<file path="config.mk">
export PLATFORM = sky130hd
export DESIGN_NAME = fetch_unit
export DESIGN_NICKNAME = d
export VERILOG_FILES = /design/src/rtl/fetch_unit.sv
export SDC_FILE = /design/constraint.sdc
export NUM_CORES = 1
export LEC_CHECK = 0
export BUFFER_PORTS_ARGS = -buffer_cell sky130_fd_sc_hd__buf_2
export CAP_MARGIN = 40
export CORE_UTILIZATION = 51
export DETAILED_ROUTE_END_ITERATION = 10
export GPL_TIMING_DRIVEN = 0
export PLACE_DENSITY = 0.84
export SYNTH_ARGS = -nofsm -noshare
export SYNTH_HDL_FRONTEND = slang
export SYNTH_SLANG_ARGS = --single-unit
</file>
<file path="constraint.sdc">
create_clock -name clk -period 5.3 [get_ports clk]
set_clock_uncertainty 0.05 [all_clocks]
set_input_delay 0.53 -clock clk [delete_from_list [all_inputs] [get_ports clk]]
set_output_delay 0.53 -clock clk [all_outputs]
set_load 0.05 [all_outputs]
</file>
<file path="src/rtl/fetch_unit.sv">
// fetch_unit: instruction-fetch front end for the Simple RISC Machine.
// Owns PC/IR, reads over a wait-state bus, hands words off via valid/ready.
module fetch_unit #(
  parameter int DATA_W = 16,
  parameter int ADDR_W = 9,
  parameter logic [ADDR_W-1:0] RESET_PC = '0,
  parameter int MAX_WAIT = 15
) (
  input  logic              clk,
  input  logic              reset,
  input  logic [DATA_W-1:0] mem_rdata,
  input  logic              mem_ready,
  output logic [ADDR_W-1:0] mem_addr,
  output logic [2:0]        mem_cmd,
  output logic [DATA_W-1:0] ir_out,
  output logic [ADDR_W-1:0] pc_out,
  output logic              instr_valid,
  input  logic              instr_ready,
  input  logic              redirect,
  input  logic [ADDR_W-1:0] redirect_pc,
  input  logic              halt,
  output logic              fetch_err
);

  localparam int CW = $clog2(MAX_WAIT + 1);
  localparam logic [CW-1:0] WLAST = CW'(MAX_WAIT - 1);
  localparam logic [2:0] CMD_NONE = 3'b001;
  localparam logic [2:0] CMD_READ = 3'b010;

  typedef enum logic [1:0] {
    S_FETCH,
    S_HOLD,
    S_HALT,
    S_ERR
  } state_t;

  state_t            state_q, state_d;
  logic [ADDR_W-1:0] pc_q, pc_d;
  logic [DATA_W-1:0] ir_q, ir_d;
  logic [CW-1:0]     wcnt_q, wcnt_d;
  logic              err_q, err_d;

  always_ff @(posedge clk or negedge reset) begin
    if (!reset) begin
      state_q <= S_FETCH;
      pc_q    <= RESET_PC;
      ir_q    <= '0;
      wcnt_q  <= '0;
      err_q   <= 1'b0;
    end else begin
      state_q <= state_d;
      pc_q    <= pc_d;
      ir_q    <= ir_d;
      wcnt_q  <= wcnt_d;
      err_q   <= err_d;
    end
  end

  always_comb begin
    state_d = state_q;
    pc_d    = pc_q;
    ir_d    = ir_q;
    wcnt_d  = wcnt_q;
    err_d   = err_q;
    unique case (state_q)
      S_FETCH: begin
        if (redirect) begin
          pc_d   = redirect_pc;
          wcnt_d = '0;
        end else if (mem_ready) begin
          ir_d    = mem_rdata;
          pc_d    = pc_q + ADDR_W'(1);
          wcnt_d  = '0;
          state_d = S_HOLD;
        end else if (wcnt_q == WLAST) begin
          err_d   = 1'b1;
          state_d = S_ERR;
        end else begin
          wcnt_d = wcnt_q + CW'(1);
        end
      end
      S_HOLD: begin
        // a redirect drops the held word even if it is being accepted
        if (redirect) begin
          pc_d    = redirect_pc;
          state_d = S_FETCH;
        end else if (instr_ready) begin
          state_d = halt ? S_HALT : S_FETCH;
        end
      end
      S_HALT: begin
        if (redirect) begin
          pc_d    = redirect_pc;
          state_d = S_FETCH;
        end else if (!halt) begin
          state_d = S_FETCH;
        end
      end
      S_ERR: begin
        state_d = S_ERR;
      end
      default: begin
        state_d = S_ERR;
      end
    endcase
  end

  assign mem_cmd     = (state_q == S_FETCH) ? CMD_READ : CMD_NONE;
  assign mem_addr    = (state_q == S_FETCH) ? pc_q : '0;
  assign instr_valid = (state_q == S_HOLD);
  assign ir_out      = ir_q;
  assign pc_out      = pc_q;
  assign fetch_err   = err_q;

endmodule

</file>
==> qor.yml, run 1 <==
outcome:
  status: "finished clean"
floorplanning:
  die-width_um: 60.12
  coreArea_um2: 3128
  die_h_um: 60.12
  num_rows: 20
  io_pins: 70
  initial_utilization_pct: 55.08
  die-area_um2: 3614
sta:
  rsz0062_at_grt: "false"
  setup_viol: 0
  fmax_ghz: 0.3412
  relSlewSlack_pct: 55.25
  period_needed_ns: 2.931
  tns_ns: 0
  worst_slew_pin_slew_ns: 0.6713
  slew_violations: 0
  hold_viol: 0
  timing.final.crit_share_pct: 55.29
placement:
  place_congestion: 0.7891
  portBuffers: 67
  place.detailed.hpwl_um: 2553
route:
  postRouteAntennaNets: 0
  routedWlPerCell_um: 12.14
  via_per_inst: 5.310
  dr.pass1.iters: 4
  routed_wl_um: 3412
  vias: 1492
  drt_iter0_drc: 27
  drc_errors: 0
synthesis:
  synth.distinct_cells: 36
  seq_area_frac_synth_pct: 46.48
  ys_seq_elements: 32
  ys.flop_type: "dfrtp_1"
  synthCells: 162
  synth_edf_count: 0
  syn_nets: 200
  yosys_warnings: 0
  yosys.area.top_type_share_pct: 46.48
  synth_async_sr_flop_share_pct: 100.0
  synth_area_leaders: "dfrtp_1 46%, mux2_2 12%, ha_1 5.1%"
  synth_area_per_cell_um2: 10.64
  yosys.area.top_type: "dfrtp_1"
  syn_area_um2: 1723
critical_path:
  start_kind: "flip-flop"
  critical_path_required_ns: 4.72
  cp-end-kind: "output pin"
  crit_fanout: 10
  arrival_ns: 2.35
  worst-setup-path-type: "flip-flop to output pin"
clock_network:
  htreeDepth: 2
  hold_buffers: 0
  clockBufferDepth: 2
  clkTransAtPathRegs_ns: 0.10
  clock-root-buffer: "clkbuf_4"
  clk_latency_ns: 0.33
  clock_sink_count: 32
  post-cts-setup-buffers: 0
  cts_tree: "built"
  ctsResizeCount: 0
  numCtsBuffers: 5
global_routing:
  antenna_found_initial: 0
  grt-busiest-layer: "met2"
  gr-usage-all-layers_pct: 20.97
  grt_pass1_wl_um: 5561
  first_global_vias: 1263
  met2_usage_pct: 33.44
  grt_max_degree: 33
  grtUsageMet1_pct: 27.74
  grt_use_met3_pct: 5.195
  grt-ovfl-total: 0
finish:
  diodes: 0
  area_growth_pct: 27.09
  final_layout_size_suffix_gt1_share_pct: 43.04
  fin_nets: 274
worst_hold_path:
  hold_path.class: "primary input to async pin"
run:
  maxCapViolCount: 0
final timing paths:
| kind | startpoint | to | slack, ns | depth (start not counted) |
|---|---|---|---|---|
| max | state_q[1] | mem_addr[7] | 2.37 | 6 |
| min reg2reg | fetch_err | fetch_err | 0.43 | 1 |
| min in group clk | mem_rdata[4] | ir_out[4] | 0.37 | 2 |
| max in group asynchronous | reset | pc_out[2] | 4.59 | 1 |
| min | reset | ir_out[9] | 0.17 | 1 |
| max reg2reg | state_q[1] | pc_out[8] | 3.34 | 7 |
cells in the final DEF, fill, tap and decap left out, types with 2 or more instances in the layout:
cell	n
a2bb2oi_1	7
nor3_1	2
o31ai_1	3
ha_1	7
buf_4	2
nor2_1	5
nand2b_1	4
mux2_2	18
clkbuf_4	5
and2_1	11
inv_1	5
nand4_1	2
nor2b_1	2
o22ai_1	3
a21oi_1	3
dfrtp_1	32
buf_2	69
a211oi_1	6
clkbuf_1	4
o21ai_0	8
nand3_1	8
nand2_1	14
metal layers:
layer | vias up | wire, um
li1 | 730 | -
met4 | 0 | 47
met5 | - | 0
met2 | 53 | 1621
met3 | 7 | 193
met1 | 702 | 1550
cells in the mapped netlist (2+ instances only):
| master | instances |
|---|---|
| nor2_1 | 5 |
| a211oi_1 | 6 |
| ha_1 | 7 |
| mux2_2 | 18 |
| nor2b_1 | 2 |
| o31ai_1 | 3 |
| nand2_1 | 14 |
| and2_1 | 11 |
| dfrtp_1 | 32 |
| a21oi_1 | 3 |
| nand2b_1 | 4 |
| inv_1 | 5 |
| nor3_1 | 2 |
| nand4_1 | 2 |
| o22ai_1 | 3 |
| a2bb2oi_1 | 7 |
| buf_4 | 2 |
| buf_2 | 2 |
| clkbuf_1 | 3 |
| nand3_1 | 8 |
| o21ai_0 | 8 |
layout make-up:
type | count | area [um^2]
Inverter | 5 | 18.77
Multi-Input combinational cell | 117 | 855.8
Tap cell | 44 | 55.05
Clock inverter | 2 | 35.03
Clock buffer | 6 | 41.29
Sequential cell | 32 | 800.8
Fill cell | 259 | 938.4
Buffer | 8 | 47.55
Timing Repair Buffer | 67 | 335.3
stage by stage:
step / utilization [%] / worst slack (ns) / hold WS [ns] / cells / area (um^2)
floorplan: - / 2.674 / 0.1844 / 162 / 1723
global placement: 67.56 / 2.775 / 0.4090 / 273 / 2113
detailed placement: 67.56 / 2.723 / 0.4072 / 273 / 2113
CTS: 70.00 / 2.362 / 0.1987 / 281 / 2190
global route: 70.00 / 2.180 / 0.2354 / 281 / 2190
finish: 70.00 / 2.369 / 0.1705 / 281 / 2190
state kept, by name, summed over array words and instances, names as in the netlist:
register and flops:
ir_out 16, pc_out 9, wcnt_q 4, state_q 2
fetch_err 1
cell families after synthesis:
| group | share of synthesized area [%] |
|---|---|
| AOI/OAI and AO/OA | 15.11 |
| adders and majority gates | 5.083 |
| buffers and inverters | 3.849 |
| DFF | 46.48 |
| muxes | 12.35 |
| other | 0.2177 |
| and+or+nand+nor | 16.92 |
critical path, stage by stage, from the launching register on:
cell,delay [ns]
dfrtp_1,0.45
inv_1,0.12
ha_1,0.29
clkbuf_1,0.34
clkbuf_1,0.36
and2_1,0.20
buf_2,0.26
Power of run 1 is not shown: default switching activity piles up to over one toggle a cycle in this logic, so the estimate is an artifact.
==> inputs of run 2 (changes only) <==
--- a/config.mk
+++ b/config.mk
@@ -5,12 +5,13 @@
 export SDC_FILE = /design/constraint.sdc
 export NUM_CORES = 1
 export LEC_CHECK = 0
+export ABC_AREA = 1
 export BUFFER_PORTS_ARGS = -buffer_cell sky130_fd_sc_hd__buf_2
 export CAP_MARGIN = 40
-export CORE_UTILIZATION = 51
+export CORE_UTILIZATION = 49
 export DETAILED_ROUTE_END_ITERATION = 10
 export GPL_TIMING_DRIVEN = 0
-export PLACE_DENSITY = 0.84
+export PLACE_DENSITY = 0.8
 export SYNTH_ARGS = -nofsm -noshare
 export SYNTH_HDL_FRONTEND = slang
 export SYNTH_SLANG_ARGS = --single-unit
==> constraint.sdc (replaced) <==
create_clock -name clk -period 2.8 [get_ports clk]
set_clock_uncertainty 0.05 [all_clocks]
set_input_delay 0.28 -clock clk [delete_from_list [all_inputs] [get_ports clk]]
set_output_delay 0.28 -clock clk [all_outputs]
set_load 0.05 [all_outputs]
==> run 2 against run 1 <==
  * The run now ends with hold timing left
  * Register-to-register slack got worse by 2.3 ns
  * Area after synthesis rose by 7.3%
  * Global-route usage fell by 0.40 points
  * Core utilization fell by 2.1 points
  * Die area rose by 11%
  * First-iteration DRC count rose by 63%
  * Worst hold slack got worse by 0.18 ns
  * Worst setup slack got worse by 1.8 ns
  * Wire length rose by 15%
  * Critical endpoint is now mem_addr[8]
  * Largest cell class unchanged
  * Highest routed layer unchanged
==> qor.yml, run 2 <==
outcome:
  status: "finished with violations"  # was finished clean
  violations: "hold timing"
route:
  routedWlPerCell_um: 11.59  # was 12.14 um
  drc_errors: 0  # unchanged
  vias: 1582  # was 1,492
  dr.pass1.iters: 4  # unchanged
  via_per_inst: 4.680  # was 5.310
  postRouteAntennaNets: 0  # unchanged
  routed_wl_um: 3917  # was 3412 um
  drt_iter0_drc: 44  # was 27
global_routing:
  first_global_vias: 1446  # was 1,263
  grt_pass1_wl_um: 6341  # was 5561 um
  antenna_found_initial: 0  # unchanged
  grt-ovfl-total: 0  # unchanged
  gr-usage-all-layers_pct: 20.57  # was 20.97%
  grt_max_degree: 33  # unchanged
synthesis:
  yosys.area.top_type: "dfrtp_1"  # unchanged
  synth_async_sr_flop_share_pct: 100.0  # unchanged
  synth_edf_count: 0  # unchanged
  yosys_warnings: 0  # unchanged
  syn_area_um2: 1849  # was 1723 um^2
  yosys.area.top_type_share_pct: 43.30  # was 46.48%
  seq_area_frac_synth_pct: 43.30  # was 46.48%
  ys.flop_type: "dfrtp_1"  # unchanged
  synth.distinct_cells: 31  # was 36
  synth_area_leaders: "dfrtp_1 43%, nand2_1 12%, mux2_4 8.1%"  # was dfrtp_1 46%, mux2_2 12%, ha_1 5.1%
  synth_commonest_cells: "60 x nand2_1, 32 x dfrtp_1, 25 x inv_1, 21 x nor2_1, 17 x nand3_1"  # was 32 x dfrtp_1, 18 x mux2_2, 14 x nand2_1, 11 x and2_1
  synthCells: 216  # was 162
  synthMostInstantiatedCell: "nand2_1"  # was dfrtp_1
  syn_nets: 254  # was 200
  ys_seq_elements: 32  # unchanged
  synth_area_per_cell_um2: 8.561  # was 10.64 um^2
critical_path:
  crit_fanout: 10  # unchanged
  critical_path_required_ns: 2.47  # was 4.72 ns
  worst-setup-path-type: "flip-flop to output pin"  # unchanged
  start_kind: "flip-flop"  # unchanged
  cp-end-kind: "output pin"  # unchanged
  arrival_ns: 1.88  # was 2.35 ns
finish:
  final_layout_size_suffix_gt1_share_pct: 35.96  # was 43.04%
  diodes: 0  # unchanged
  area_growth_pct: 27.33  # was 27.09%
  largest_reg_flops: 16  # unchanged
  final_cells: 338  # was 281
  final_cell_mix: "70 x buf_2, 60 x nand2_1, 32 x dfrtp_1, 25 x inv_1, 21 x nor2_1"  # was 69 x buf_2, 32 x dfrtp_1, 18 x mux2_2, 14 x nand2_1, 11 x and2_1
  layout_commonest_cell: "buf_2"  # unchanged
  fin_nets: 329  # was 274
clock_network:
  clock-root-buffer: "clkbuf_8"  # was clkbuf_4
  post-cts-setup-buffers: 0  # unchanged
  clock_sink_count: 32  # unchanged
  numCtsBuffers: 5  # unchanged
  hold_buffers: 0  # unchanged
  clkTransAtPathRegs_ns: 0.06  # was 0.10 ns
  clockBufferDepth: 2  # unchanged
  cts_tree: "built"  # unchanged
  clk_latency_ns: 0.29  # was 0.33 ns
  ctsResizeCount: 0  # unchanged
  htreeDepth: 2  # unchanged
sta:
  timing.final.crit_share_pct: 78.82
  worst_slew_pin_slew_ns: 0.6964  # was 0.6713 ns
  holdWs_ns: -0.01284  # was 0.1705 ns
  layout_setup_ws_ns: 0.5930  # was 2.369 ns
  setup_viol: 0  # unchanged
  fmax_ghz: 0.4531
  hold_viol: 32  # was 0
  relSlewSlack_pct: 53.58  # was 55.25%
  tns_ns: 0  # unchanged
  slew_violations: 0  # unchanged
  rsz0062_at_grt: "false"  # unchanged
  period_needed_ns: 2.207
placement:
  place.detailed.hpwl_um: 2874  # was 2553 um
  portBuffers: 68  # was 67
  dp.cells: 330  # was 273
  dp_slack_ns: 0.8782  # was 2.723 ns
  place_congestion: 0.8110  # was 0.7891
floorplanning:
  coreArea_um2: 3468  # was 3128 um^2
  io_pins: 70  # unchanged
  die_h_um: 63.44  # was 60.12 um
  die-width_um: 63.44  # was 60.12 um
  die-area_um2: 4024  # was 3614 um^2
  num_rows: 21  # was 20
  initial_utilization_pct: 53.32  # was 55.08%
worst_hold_path:
  hold_path.class: "primary input to async pin"  # unchanged
run:
  maxCapViolCount: 0  # unchanged
## run 2: cell types whose count changed in the layout (fill, tap and decap cells not counted), moves of 4 or more
| cell | delta |
|---|---|
| a2bb2oi_1 | -7 |
| nand3_1 | +9 |
| mux2_4 | +10 |
| a211oi_1 | -6 |
| nand2_1 | +46 |
| inv_1 | +20 |
| and2_1 | -11 |
| nor2_1 | +16 |
| mux2_2 | -12 |
| clkbuf_4 | -5 |
| nand2b_1 | -4 |
| clkbuf_8 | +5 |
## run 2: cells by family after synthesis
logic type	after synthesis	share of synthesized area [%]
xor gates and xnor gates	3	1.421
adders and majority gates	7	4.736
and+or+nand+nor	109	26.05
DFF	32	43.30
buffers and inverters	33	8.051
muxes	16	11.77
AOI/OAI and AO/OA	15	4.466
other	1	0.2028
## run 2: per-layer routing
metal  track usage, %  vias up  routed length [um]
met1            25.06      687                1805
met4            8.523        0                  69
li1                 -      828                   -
met2            34.71       59                1811
met3            4.710        8                 230
met5                0        -                   0
## run 2: worst paths after layout
check / startpoint / endpoint / slack [ns] / depth (start not counted)
max in group asynchronous: reset / ir_out[7] / 2.27 / 1
min in group clk: mem_rdata[15] / ir_out[15] / 0.18 / 2
max: state_q[0] / mem_addr[8] / 0.59 / 6
min reg2reg: fetch_err / fetch_err / 0.42 / 1
min: reset / ir_out[11] / -0.01 / 1
max reg2reg: state_q[0] / ir_out[0] / 1.06 / 7
## run 2: final cells by class
class | instances | area [um^2]
Fill cell | 307 | 1114
Multi-Input combinational cell | 151 | 899.6
Sequential cell | 32 | 800.8
Timing Repair Buffer | 68 | 340.3
Inverter | 27 | 101.3
Clock buffer | 6 | 72.57
Tap cell | 46 | 57.56
Buffer | 6 | 47.55
Clock inverter | 2 | 35.03
## run 2: worst max-delay path: stages (launching register included)
cell and delay, ns:
dfrtp_1 0.40, inv_1 0.11, ha_1 0.27, clkbuf_1 0.40, nand2_1 0.09, inv_1 0.06
buf_2 0.26
## run 2: through the flow
| step | util, % | area [um^2] |
|---|---|---|
| after floorplan | - | 1849 |
| after global placement | 64.79 | 2247 |
| after detailed placement | 64.79 | 2247 |
| after CTS | 67.89 | 2355 |
| after global routing | 67.89 | 2355 |
| final | 67.89 | 2355 |
Power of run 2 is left out for the same reason.
==> inputs of run 3 (changes only) <==
==> constraint.sdc (replaced) <==
create_clock -name clk -period 2.1 [get_ports clk]
set_clock_uncertainty 0.05 [all_clocks]
set_input_delay 0.21 -clock clk [delete_from_list [all_inputs] [get_ports clk]]
set_output_delay 0.21 -clock clk [all_outputs]
set_load 0.05 [all_outputs]
==> run 3 against run 2 <==
  * The flow now finishes without violations
  * Flip-flop and latch count did not move
  * Worst setup slack got worse by 0.44 ns
  * Non-clock buffer count rose by 1
  * Design area rose by 0.58%
  * Register-to-register slack got worse by 0.70 ns
  * Critical path depth did not move
  * Die area did not move
  * Clock-buffer cell count did not move
  * Final cell count rose by 0.30%
  * Largest cell class unchanged
==> qor.yml, run 3 (synthesized netlist as in run 2, its figures left out) <==
clock_network:
  clock_sink_count: 32  # unchanged
  clock-root-buffer: "clkbuf_8"  # unchanged
  numCtsBuffers: 5  # unchanged
  clockBufferDepth: 2  # unchanged
  cts_tree: "built"  # unchanged
  htreeDepth: 2  # unchanged
  clk_latency_ns: 0.29  # about the same
  clkTransAtPathRegs_ns: 0.06  # about the same
  post-cts-setup-buffers: 0  # unchanged
floorplanning:
  coreArea_um2: 3468  # unchanged
  die-width_um: 63.44  # unchanged
  die-area_um2: 4024  # unchanged
  io_pins: 70  # unchanged
  initial_utilization_pct: 53.32  # unchanged
  num_rows: 21  # unchanged
  die_h_um: 63.44  # unchanged
global_routing:
  antenna_found_initial: 0  # unchanged
  grt_pass1_wl_um: 6354  # was 6341 um
  first_global_vias: 1450  # was 1,446
  grt-ovfl-total: 0  # unchanged
  grt_max_degree: 33  # unchanged
  gr-usage-all-layers_pct: 20.61  # was 20.57%
finish:
  area_growth_pct: 28.08  # was 27.33%
  final_cell_mix: "70 x buf_2, 60 x nand2_1, 32 x dfrtp_1, 25 x inv_1, 21 x nor2_1"  # unchanged
  final_layout_size_suffix_gt1_share_pct: 36.18  # was 35.96%
  diodes: 0  # unchanged
  largest_reg_flops: 16  # unchanged
  fin_nets: 330  # was 329
  layout_commonest_cell: "buf_2"  # unchanged
critical_path:
  arrival_ns: 1.69  # was 1.88 ns
  start_kind: "flip-flop"  # unchanged
  critical_path_required_ns: 1.84  # was 2.47 ns
  crit_fanout: 10  # unchanged
  worst-setup-path-type: "flip-flop to output pin"  # unchanged
  cp_top_family: "buffers and inverters"  # unchanged
  crit_chain: "inv_1 -> ha_1 -> clkbuf_4 -> nand2_1 -> inv_1 -> buf_2"  # was inv_1 -> ha_1 -> clkbuf_1 -> nand2_1 -> inv_1 -> buf_2
  cp_slowest_stage_delay_ns: 0.40  # about the same
  crit_top_cell: "inv_1"  # unchanged
  crit_buf_inv: 4  # unchanged
  cp-end-kind: "output pin"  # unchanged
  crit_path_top_delay_cell: "dfrtp_1"  # unchanged
route:
  drt_iter0_drc: 37  # was 44
  routed_wl_um: 3908  # was 3917 um
  routedWlPerCell_um: 11.53  # was 11.59 um
  postRouteAntennaNets: 0  # unchanged
  dr.pass1.iters: 4  # unchanged
  via_per_inst: 4.737  # was 4.680
  drc_errors: 0  # unchanged
  vias: 1606  # was 1,582
sta:
  slew_violations: 0  # unchanged
  tns_ns: 0  # unchanged
  fmax_ghz: 0.5137
  relSlewSlack_pct: 53.50  # was 53.58%
  rsz0062_at_grt: "false"  # unchanged
  timing.final.crit_share_pct: 92.69
  period_needed_ns: 1.946
  worst_slew_pin_slew_ns: 0.6975  # was 0.6964 ns
  hold_viol: 0  # was 32
  setup_viol: 0  # unchanged
run:
  maxCapViolCount: 0  # unchanged
placement:
  place.detailed.hpwl_um: 2874  # unchanged
  portBuffers: 68  # unchanged
  place_congestion: 0.8110  # unchanged
worst_hold_path:
  hold_path.class: "primary input to flip-flop"  # was primary input to async pin
outcome:
  status: "finished clean"  # was finished with violations
## run 3: cell count changes in the layout (fill, tap and decap cells not counted), sizes merged
| cell | before | now |
|---|---|---|
| dlygate4sd3 | 0 | 1 |
## run 3: metrics by stage
stage / hold WS [ns] / utilization [%] / std cells / worst slack, ns / area, um^2
after floorplan: -0.1356 / - / 216 / 0.01975 / 1849
after global placement: 0.2490 / 64.79 / 330 / 0.2693 / 2247
after detailed placement: 0.2456 / 64.79 / 330 / 0.2482 / 2247
after CTS: 0.09678 / 68.22 / 339 / 0.1097 / 2366
after global routing: 0.09911 / 68.29 / 339 / 0.02456 / 2369
final: 0.1047 / 68.29 / 339 / 0.1535 / 2369
## run 3: path summary, 6_finish.rpt
check                              start          end  slack (ns)  cells past startpoint
min reg2reg                    fetch_err    fetch_err        0.42                      1
min in group asynchronous          reset   ir_out[11]        0.46                      2
min                        mem_rdata[15]   ir_out[15]        0.10                      2
max reg2reg                   state_q[0]    ir_out[0]        0.36                      7
max                           state_q[0]  mem_addr[8]        0.15                      6
max in group asynchronous          reset    ir_out[7]        1.09                      2
## run 3: worst register-to-register path: stages, from the launching register on
cell and delay [ns]:
dfrtp_1 0.38, inv_1 0.09, ha_1 0.28, nand2_1 0.12, clkinv_1 0.10, nand2_4 0.13, buf_8 0.17, mux2_4 0.31
## run 3: per-layer routing
metal / vias up / track usage, % / wire, um
li1: 830 / - / -
met1: 711 / 25.06 / 1798
met2: 57 / 34.84 / 1824
met3: 8 / 4.710 / 216
met4: 0 / 8.523 / 69
met5: - / 0 / 0
## run 3: timing repair
| action | in CTS | in global routing |
|---|---|---|
| hold endpoints to repair | 32 | 0 |
| endpoints found under the setup margin | 9 | 7 |
| cloned | 0 | 0 |
| gates resized for setup | 1 | 2 |
| hold buffers | 1 | 0 |
## run 3: area by class of cell
| class | instances | area, um^2 |
|---|---|---|
| sequential | 32 | 800.8 |
| fill | 305 | 1100 |
| clock inverter | 2 | 35.03 |
| buffer | 6 | 51.30 |
| inverter | 27 | 101.3 |
| tap | 46 | 57.56 |
| clock buffer | 6 | 72.57 |
| multi-input combinational | 151 | 899.6 |
| timing repair buffer | 69 | 350.3 |
Power of run 3 is left out for the same reason.
